==> src/rtl/dmem_arbiter.sv <==
// dmem_arbiter: shares the single-port data memory between the CPU memory
// stage and a loader/debug port. The CPU wins by default. A starvation counter
// forces a loader slot after STARVE_MAX contended CPU wins. Lock mode lets the
// loader keep the port for at most MAX_LOCK consecutive beats.
//
// Ports:
//   clk, rst_n                    clock, asynchronous active-low reset
//   cpu_req/we/addr/wdata         CPU memory-stage access
//   cpu_rdata                     CPU read data (combinational, = mem_dout)
//   cpu_stall                     CPU lost the slot this cycle (combinational)
//   ldr_req/we/lock/addr/wdata    loader access; ldr_lock keeps ownership
//   ldr_ack                       loader beat performed this cycle (combinational)
//   ldr_rdata, ldr_rvalid         registered loader read return
//   mem_we/addr/din               to the data memory
//   mem_dout                      from the data memory (asynchronous read)
module dmem_arbiter #(
  parameter int unsigned AW         = 10,
  parameter int unsigned DW         = 32,
  parameter int unsigned STARVE_MAX = 4,
  parameter int unsigned MAX_LOCK   = 8
) (
  input  logic          clk,
  input  logic          rst_n,
  input  logic          cpu_req,
  input  logic          cpu_we,
  input  logic [AW-1:0] cpu_addr,
  input  logic [DW-1:0] cpu_wdata,
  output logic [DW-1:0] cpu_rdata,
  output logic          cpu_stall,
  input  logic          ldr_req,
  input  logic          ldr_we,
  input  logic          ldr_lock,
  input  logic [AW-1:0] ldr_addr,
  input  logic [DW-1:0] ldr_wdata,
  output logic          ldr_ack,
  output logic [DW-1:0] ldr_rdata,
  output logic          ldr_rvalid,
  output logic          mem_we,
  output logic [AW-1:0] mem_addr,
  output logic [DW-1:0] mem_din,
  input  logic [DW-1:0] mem_dout
);

  localparam int unsigned SW = $clog2(STARVE_MAX + 1);
  localparam int unsigned LW = $clog2(MAX_LOCK + 1);

  typedef enum logic [1:0] {
    PRIO  = 2'd0,
    FORCE = 2'd1,
    LOCK  = 2'd2
  } state_t;

  state_t        state;
  logic [SW-1:0] starve_cnt;
  logic [LW-1:0] lock_cnt;
  logic          gnt_cpu;
  logic          gnt_ldr;
  logic          lock_full;
  logic          contended;

  assign lock_full = (lock_cnt == LW'(MAX_LOCK));
  assign contended = cpu_req & ldr_req;

  // Grant decode; both grants are held low while in reset so nothing is written.
  always_comb begin
    gnt_cpu = 1'b0;
    gnt_ldr = 1'b0;
    if (rst_n) begin
      case (state)
        PRIO: begin
          gnt_cpu = cpu_req;
          gnt_ldr = ldr_req & ~cpu_req;
        end
        FORCE: gnt_ldr = ldr_req;
        LOCK: begin
          // Exhausted burst: loader is refused and the CPU gets this slot.
          if (lock_full) gnt_cpu = cpu_req;
          else           gnt_ldr = ldr_req;
        end
        default: begin
          gnt_cpu = 1'b0;
          gnt_ldr = 1'b0;
        end
      endcase
    end
  end

  // Memory port mux and handshake outputs.
  assign mem_we    = gnt_ldr ? ldr_we    : (cpu_we & gnt_cpu);
  assign mem_addr  = gnt_ldr ? ldr_addr  : cpu_addr;
  assign mem_din   = gnt_ldr ? ldr_wdata : cpu_wdata;
  assign cpu_rdata = mem_dout;
  assign cpu_stall = rst_n & cpu_req & ~gnt_cpu;
  assign ldr_ack   = gnt_ldr;

  // Arbitration state, counters and loader read return.
  always_ff @(posedge clk or negedge rst_n) begin
    if (!rst_n) begin
      state      <= PRIO;
      starve_cnt <= '0;
      lock_cnt   <= '0;
      ldr_rvalid <= 1'b0;
      ldr_rdata  <= '0;
    end else begin
      ldr_rvalid <= gnt_ldr & ~ldr_we;
      if (gnt_ldr & ~ldr_we) ldr_rdata <= mem_dout;

      case (state)
        PRIO: begin
          if (contended) begin
            if (starve_cnt == SW'(STARVE_MAX - 1)) begin
              state      <= FORCE;
              starve_cnt <= '0;
            end else begin
              starve_cnt <= starve_cnt + SW'(1);
            end
          end
          if (gnt_ldr) begin
            starve_cnt <= '0;
            if (ldr_lock) begin
              state    <= LOCK;
              lock_cnt <= LW'(1);
            end
          end
        end
        FORCE: begin
          if (ldr_req & ldr_lock) begin
            state    <= LOCK;
            lock_cnt <= LW'(1);
          end else begin
            state <= PRIO;
          end
        end
        LOCK: begin
          if (~ldr_req | ~ldr_lock | lock_full) begin
            state    <= PRIO;
            lock_cnt <= '0;
          end else begin
            lock_cnt <= lock_cnt + LW'(1);
          end
        end
        default: state <= PRIO;
      endcase
    end
  end

endmodule
==> config.mk <==
export PLATFORM = sky130hd
export DESIGN_NAME = dmem_arbiter
export DESIGN_NICKNAME = d
export VERILOG_FILES = /design/src/rtl/dmem_arbiter.sv
export SDC_FILE = /design/constraint.sdc
export NUM_CORES = 1
export LEC_CHECK = 0
export CAP_MARGIN = 25
export CORE_ASPECT_RATIO = 1.5
export CORE_MARGIN = 2
export CORE_UTILIZATION = 30
export DETAILED_ROUTE_END_ITERATION = 16
export PLACE_DENSITY = 0.84
export RECOVER_POWER = 50
export SLEW_MARGIN = 20
export SYNTH_ARGS = -nofsm -noshare
export SYNTH_HDL_FRONTEND = slang
export SYNTH_SLANG_ARGS = --single-unit
==> constraint.sdc <==
create_clock -name clk -period 2.4 [get_ports clk]
set_input_delay 0.48 -clock clk [delete_from_list [all_inputs] [get_ports clk]]
set_output_delay 0.48 -clock clk [all_outputs]
set_load 0.03 [all_outputs]
== After elaboration in Yosys (flattened, before gate mapping) ==
Index checks and enable logic that the tools add are counted.
Storage, ports and cells
  input port bits: 123
  memory bits (read-only): 0
  bits in writable memories: 0
  register bits: 42
  bits in latches: 0
  memories: 0
Cells by class
  $mul: 0
  eq/ne operators: 8
  $lt $le $gt $ge: 0
  add/sub/neg operators: 2
  shift operators: 0
  div/mod/pow operators: 0
  reductions and logical operators: 5
  bitwise gates (word level): 14
  multiplexer cells: 24
Operators by type and width (number)
  2-to-1 mux 32 bit: 1
  2-to-1 mux 4 bit: 4
  2-to-1 mux 2 bit: 6
  one-hot mux 4 bit (3 select lines): 1
  2-to-1 mux 10 bit: 1
  2-to-1 mux 3 bit: 3
  inequality test 2 bit, second input constant: 4
  bitwise AND 1 bit: 7
  one-hot mux 2 bit (3 select lines): 1
  2-to-1 mux 1 bit: 5
  NOT 1 bit: 5
  adder 4 x 1 -> 4 bit, second input constant: 1
  equality test 4 bit, second input constant: 1
  AND reduction 4 bit: 1
  adder 3 x 1 -> 3 bit, second input constant: 1
  equality test 3 x 2 -> 1 bit, second input constant: 1
  one-hot mux 1 bit (3 select lines): 1
  nonzero test 3 bit: 1
  equality test 2 x 1 -> 1 bit, second input constant: 1
  equality test 2 bit, second input constant: 1
  logical NOT 2 bit: 1
  bitwise OR 1 bit: 2
  one-hot mux 1 bit (2 select lines): 1
  AND reduction 2 bit: 1
  nonzero test 2 bit: 1

== Longest topological paths before layout ==
Gate-level depths: netlist of the first run.
  depth in word-level cells: 6
  mapped depth: 7

== Worst setup path before layout of the first run ==
Ideal clock, no wire load.
  path kind: register -> output
  start point: register lock_cnt[0]
  end point: output port mem_addr[1]
  slack: 0.216 ns
  cell stages (with the launch flop): 7
  arrival time: 1.704 ns
  required time: 1.920 ns
  path buffers: 1
  path through: dfrtp_1 > inv_1 > ha_1 > nand3b_4 > o2111ai_4 > buf_4 > mux2_2
On the way
  longest elaborated chain between the ends: 5
Ends and longest elaborated chain
  from (decl): line 55  | logic [LW-1:0] lock_cnt;
  from (signal assigned): line 139  | lock_cnt <= lock_cnt + LW'(1);
  equality test 4 bit: line 61  | assign lock_full = (lock_cnt == LW'(MAX_LOCK));
  2-to-1 mux 1 bit: line 77  | if (lock_full) gnt_cpu = cpu_req;
  one-hot mux 1 bit (3 select lines): line 69  | case (state)
  2-to-1 mux 1 bit: line 68  | if (rst_n) begin
  2-to-1 mux 10 bit: line 90  | assign mem_addr = gnt_ldr ? ldr_addr : cpu_addr;
  to (decl): line 39  | output logic [AW-1:0] mem_addr,
No other way between the ends.

== Worst setup path after layout of the first run ==
  start point: register lock_cnt[0]
  end point: output port mem_din[30]
On the way
  longest elaborated chain between the ends: 5
Ends and longest elaborated chain
  equality test 4 bit: line 61
  2-to-1 mux 1 bit: line 77
  one-hot mux 1 bit (3 select lines): line 69
  2-to-1 mux 1 bit: line 68
  2-to-1 mux 32 bit: line 91  | assign mem_din = gnt_ldr ? ldr_wdata : cpu_wdata;
  to (decl): line 40  | output logic [DW-1:0] mem_din,
No other way between the ends.

==> results of run 1 <==
-- stage by stage --
step | setup WS [ns] | instance area, µm² | util | hold WS (ns) | setup TNS, ns
6_report | -0.2877 | 5552 | 0.6364 | 0.2956 | -7.944
5_1_grt | -0.3632 | 5552 | 0.6364 | 0.3346 | -11.00
4_1_cts | -0.3451 | 5503 | 0.6308 | 0.3154 | -9.642
3_5_place_dp | -0.7476 | 4969 | 0.5696 | 0.4933 | -29.90
3_3_place_gp | -0.7447 | 4969 | 0.5696 | 0.4780 | -29.41
2_1_floorplan | 0.2162 | 2675 | - | 0.1844 | 0
-- synthesized netlist by cell type (all sizes together) --
library cell / n / area share
inv: 6 / 0.0084
a21o: 2 / 0.0056
or3b: 1 / 0.0042
a31oi: 1 / 0.0023
nor2: 3 / 0.0070
nor3b: 2 / 0.0056
dfrtp: 42 / 0.39
a221oi: 1 / 0.0033
a22o: 1 / 0.0033
a21oi: 5 / 0.0094
and3: 5 / 0.012
nand4b: 1 / 0.0033
nand3b: 2 / 0.010
and2: 2 / 0.0047
ha: 3 / 0.014
nand4: 1 / 0.0023
o21ai: 4 / 0.0075
nand3: 1 / 0.0019
o21a: 1 / 0.0028
nor2b: 3 / 0.0070
buf: 39 / 0.11
nand2: 6 / 0.0084
nand2b: 1 / 0.0023
o22ai: 1 / 0.0023
mux2: 74 / 0.35
o2111ai: 1 / 0.0098
a32o: 1 / 0.0037
-- flip-flops by register name (all words and copies together) (netlist names) --
name,cells
ldr_rdata,32
ldr_rvalid,1
lock_cnt,4
starve_cnt,3
state,2
-- power breakdown --
part	total (W)	internal (W)	switching (W)
clock network	0.000667	0.000412	0.000255
registers	0.000969	0.000874	0.0000954
logic	0.00172	0.000924	0.000792
-- layer usage --
layer  vias to the layer above  track usage  routed length, µm  share of wire
li1                       1194            -                  -              -
met1                      1196       0.1762               3147           0.34
met2                       177       0.3564               5083           0.55
met3                        17      0.04962                882          0.095
met4                         0      0.06144                207          0.022
met5                         -            0                  0              0
-- logic make-up (layout without fill, tap and decap cells) --
| group | count (synthesis) | after routing | share of synthesized area |
|---|---|---|---|
| AND/OR/NAND/NOR | 28 | 28 | 0.06876 |
| multiplexers | 74 | 74 | 0.3522 |
| AO/OA/AOI/OAI | 18 | 18 | 0.05005 |
| adder cells (fa/ha/maj) | 3 | 3 | 0.01403 |
| flip-flops | 42 | 42 | 0.3929 |
| buffers and inverters | 45 | 285 | 0.1221 |
-- worst paths after layout --
check                           endpoint  slack [ns]  cells past startpoint
min                             state[0]        0.30                      2
max in group asynchronous   ldr_rdata[5]        1.81                      2
min reg2reg                ldr_rdata[30]        0.50                      1
min in group clk           ldr_rdata[30]        0.50                      1
max                          mem_din[30]       -0.29                      8
max reg2reg                 ldr_rdata[1]        0.23                     10
-- layout by cell type, fill, tap and decap left out, types with 3 or more instances in the layout --
cell type / n
clkdlybuf4s50_1: 184
mux2_4: 63
buf_6: 46
dfrtp_1: 42
buf_4: 24
mux2_2: 11
nand2_1: 6
buf_2: 6
a21oi_1: 5
and3_1: 5
clkbuf_16: 5
inv_1: 4
o21ai_0: 4
buf_12: 4
nor2b_1: 3
-- worst max-delay path, stage by stage, from the launching register on --
cell             delay (ns)
dfrtp_1                0.39
inv_2                  0.08
ha_4                   0.14
nand3b_4               0.10
o2111ai_4              0.34
buf_4                  0.18
buf_6                  0.09
mux2_2                 0.32
clkdlybuf4s15_2        0.28
-- final cells by class --
| type | instances | area [µm²] |
|---|---|---|
| fill | 684 | 3172 |
| timing repair buffer | 271 | 2753 |
| multi-input combinational | 123 | 1440 |
| sequential | 42 | 1051 |
| clock buffer | 7 | 142.6 |
| tap | 110 | 137.6 |
| inverter | 6 | 22.52 |
| clock inverter | 1 | 5.005 |
-- repair_timing --
item,in CTS,in global routing
buffers inserted,13,7
gates cloned,3,1
endpoints found under the hold margin,0,0
resized for setup,265,61
pin swaps,3,2
setup endpoints to repair,42,43
==> results.md, run 1 <==
* GR Overflow Total at 0
* Sequential share of the synthesized area at 0.3929
* Unrepaired setup endpoints after global routing: yes
* Power per Cell Area at 603.8 nW/µm²
* Worst EP arrival at 2.21 ns
* CP max FO at 5
* CP Launch Type: flip-flop
* Die H at 119.7 µm
* Drt drc at 0
* Initial detailed-routing violation count at 93
* Vias in the first global route at 2748
* Total wire length at 9321 µm
* Total power at 0.003352 W
* Antenna violations before repair at 0
* Maximum buffer depth of the clock tree at 2
* Tightest Hold Check Type: input port to asynchronous set/reset pin
* # clock sinks at 42
* Fin crit share at 1.120
* Crit. Startpoint: lock_cnt[0]
* Layout cell share with drive strength beyond 1 at 0.3844
* Root buf cell: clkbuf_16
* Slew @ Worst Pin at 0.5236 ns
* Max cap viols at 0
* Area Growth Syn to Fin at 107.5%
* DP Cell Count at 530
* Core area at 8723 µm²
* Seq cells post-synth at 42
* Chip Width at 81.10 µm
* Final Instance Count excl. Fillers at 560
* CP Capture Type: output port
* CTS tree: done
* Instance count of the mapped netlist at 210
* CTS HTree Levels at 2
* First-pass GRT wire length at 13480 µm
* Starting density of the core at 0.3067
* Clock transition at path regs at 0.06 ns
* Wire per inst at 16.64 µm
* Largest net degree at the start of global routing at 46
* Final nets at 575
* Worst slew margin at 0.6509
* Final setup viols at 42
* Row cnt at 42
* Crit Reg-Reg Startpoint: lock_cnt[0]
* Vias at 2584
* Clk_lat worst skew at 0.28 ns
* Synth unique cells at 31
* Setup WS post-layout at -0.2877 ns
* Max Transition Viols Final at 0
* Antenna diodes at 0
* Leak at 2.568 nW
* Post-Syn Area at 2675 µm²
* CTS buffer count at 5
* DIE AREA at 9704 µm²
* Antenna Nets Post-Route at 0
* Pre-antenna DRT Iters at 4
* Via density at 4.614
* Net Count, Synth at 336
* Hold_buf cts at 0
* Fmax at 372.1 MHz
* Port bufs at 232
* Fin. Hold Viols at 0
* Io pins at 233
* Syn avg cell area at 12.74 µm²
* Outcome: finished, violations left
* YS warnings at 0
* Max IR drop VDD at 630.4 µV
* Min Tclk post-route at 2.688 ns
* WP data required at 1.92 ns
* Final HPWL DP at 6766 µm
* Critical path class: flip-flop to output port
* Global Route Usage Sum at 0.1827
* Failing checks: negative setup slack
* Skew final at 0.003865 ns
* Placer Congestion at 0.7877
Note: power is estimated with default switching activity, not from simulation.
==> run 2: changes to the inputs <==
--- a/config.mk
+++ b/config.mk
@@ -5,6 +5,7 @@
 export SDC_FILE = /design/constraint.sdc
 export NUM_CORES = 1
 export LEC_CHECK = 0
+export ABC_CLOCK_PERIOD_IN_PS = 2400
 export CAP_MARGIN = 25
 export CORE_ASPECT_RATIO = 1.5
 export CORE_MARGIN = 2
==> results of run 2 <==
Final layout, timing and power as in run 1 (identical DEF).
==> run 3: changes to the inputs <==
--- a/config.mk
+++ b/config.mk
@@ -7,11 +7,14 @@
 export LEC_CHECK = 0
 export ABC_CLOCK_PERIOD_IN_PS = 2400
 export CAP_MARGIN = 25
+export CELL_PAD_IN_SITES_DETAIL_PLACEMENT = 1
+export CELL_PAD_IN_SITES_GLOBAL_PLACEMENT = 1
 export CORE_ASPECT_RATIO = 1.5
 export CORE_MARGIN = 2
-export CORE_UTILIZATION = 30
+export CORE_UTILIZATION = 23
+export CTS_CLUSTER_DIAMETER = 150
 export DETAILED_ROUTE_END_ITERATION = 16
-export PLACE_DENSITY = 0.84
+export PLACE_DENSITY = 0.9
 export RECOVER_POWER = 50
 export SLEW_MARGIN = 20
 export SYNTH_ARGS = -nofsm -noshare
==> run 3 against run 2 <==
The flow still finishes with violations (negative setup slack); final cell count increased by 10%; routed wire length is 35% higher; hold slack improved by 0.054 ns; sequential share of layout area decreased by 1.1 points; global-route usage increased by 1.6 points; utilization down 12 points; first-iteration DRC count fell by 52%; die area up 29%; clock power up 32%.
==> results.md, run 3 (same netlist as run 1, synthesis figures left out) <==
* Final nets at 591
* CTS tree: done
* Port bufs at 232
* Critical Path Slowest Stage Cell: dfrtp_2
* Starting density of the core at 0.2344
* Fin. Hold Viols at 0
* Top cell by count, worst path: buf_12
* Final HPWL DP at 9702 µm
* CTS HTree Levels at 2
* Antenna violations before repair at 0
* Critical path class: flip-flop to output port
* Skew final at 0.007366 ns
* Setup WS post-layout at -0.3078 ns
* Leak at 2.698 nW
* Placer Congestion at 0.8655
* Largest net degree at the start of global routing at 27
* Reg2reg end: ldr_rdata[0]
* Antenna diodes at 0
* Clock transition at path regs at 0.06 ns
* Core area at 11410 µm²
* Initial detailed-routing violation count at 45
* CTS buffer count at 5
* First-pass GRT wire length at 18580 µm
* Layout cell share with drive strength beyond 1 at 0.4185
* Drt drc at 0
* Chip Width at 92.06 µm
* Max cap viols at 0
* Global Route Usage Sum at 0.1985
* Fin crit share at 1.128
* GR Overflow Total at 0
* CP Capture Type: output port
* Power per Cell Area at 623.8 nW/µm²
* Max Transition Viols Final at 0
* Worst EP arrival at 2.23 ns
* Final instance area at 5898 µm²
* Tightest Hold Check Type: input port to asynchronous set/reset pin
* Most common cell after layout, fill and taps aside: clkdlybuf4s50_1
* Crit. Startpoint: state[1]
* Antenna Nets Post-Route at 0
* Io pins at 233
* Die H at 136.1 µm
* Fmax at 369.3 MHz
* Vias at 2754
* Vias in the first global route at 3173
* Final Core Density at 0.5169
* Outcome: finished, violations left
* Largest register FFs at 32
* Area post-placement at 5174 µm²
* Row cnt at 48
* Worst R2R Setup Slack at 0.39 ns
* Largest regs: ldr_rdata (32), lock_cnt (4), starve_cnt (3)
* Largest Register: ldr_rdata
* Pre-antenna DRT Iters at 4
* Wire per inst at 20.48 µm
* Crit Reg-Reg Startpoint: state[1]
* Unrepaired setup endpoints after global routing: yes
* Clk_lat worst skew at 0.29 ns
* Maximum buffer depth of the clock tree at 2
* Most frequent cells in the layout: clkdlybuf4s50_1, mux2_4, buf_4, dfrtp_1, buf_6
* Slew @ Worst Pin at 0.3509 ns
* CP Launch Type: flip-flop
* # clock sinks at 42
* Worst path bufs/invs at 5
* Hold_buf cts at 0
* CP max FO at 7
* Top delay family on crit path: buffers and inverters
* DIE AREA at 12530 µm²
* Max incr delay on CP at 0.45 ns
* Via density at 4.471
* Crit-path cells: or3b_4, o2111ai_4, buf_6, buf_12, buf_12, buf_12, mux2_4, buf_12
* Max IR drop VDD at 342.0 µV
* Worst slew margin at 0.7661
* Worst r2r path cells at 8
* Root buf cell: clkbuf_16
* Failing checks: negative setup slack
* Total wire length at 12620 µm
* Area Growth Syn to Fin at 120.5%
* Min Tclk post-route at 2.708 ns
* WP data required at 1.92 ns
* Final setup viols at 44
[run 3: per-layer routing]
metal | vias to the layer above | part of all wire | GRT usage
met5 | - | 0 | 0
met4 | 0 | 0.019 | 0.06882
met3 | 15 | 0.090 | 0.06486
met2 | 196 | 0.51 | 0.3546
met1 | 1319 | 0.38 | 0.2203
li1 | 1224 | - | -
[run 3: area by class of cell]
type                    instances  area (µm²)
clock buffers                   5       125.1
clock inverters                 3       68.82
fillers                      1156        5513
inverters                       6       22.52
multi-input cells             123        1449
flip-flops and latches         42        1052
well taps                     150       187.7
repair buffers                287        2993
[run 3: metrics by stage]
stage                     power, W  instances  setup TNS (ns)  setup WS, ns  hold slack [ns]
after CTS                 0.003679        607          -8.392       -0.2977           0.2524
after global routing      0.003837        616          -11.61       -0.3600           0.3832
final                     0.003679        616          -9.373       -0.3078           0.3495
after detailed placement  0.002658        574          -27.12       -0.7616           0.4854
after global placement    0.002607        574          -24.20       -0.6798           0.4807
after floorplan           0.001847        210               0        0.2162           0.1844
[run 3: report_power, final]
group / total [W] / switching [W] / internal [W]
Sequential: 0.000974 / 0.000101 / 0.000873
Combinational: 0.00182 / 0.000843 / 0.000980
Clock: 0.000882 / 0.000285 / 0.000598
Total: 0.00368 / 0.00123 / 0.00245
[run 3: worst max-delay path by stage]
stage / end / cells after the start
after floorplan: mem_addr[1] / 6
after global placement: mem_din[9] / 6
after detailed placement: mem_din[23] / 6
after CTS: mem_din[3] / 8
after global routing: mem_din[13] / 8
final: mem_din[15] / 8
[run 3: timing repair]
item | 4_1_cts | 5_1_grt
setup endpoints to repair | 44 | 47
cloned | 2 | 0
resized for setup | 235 | 19
buffers inserted | 23 | 14
pin swaps | 2 | 3
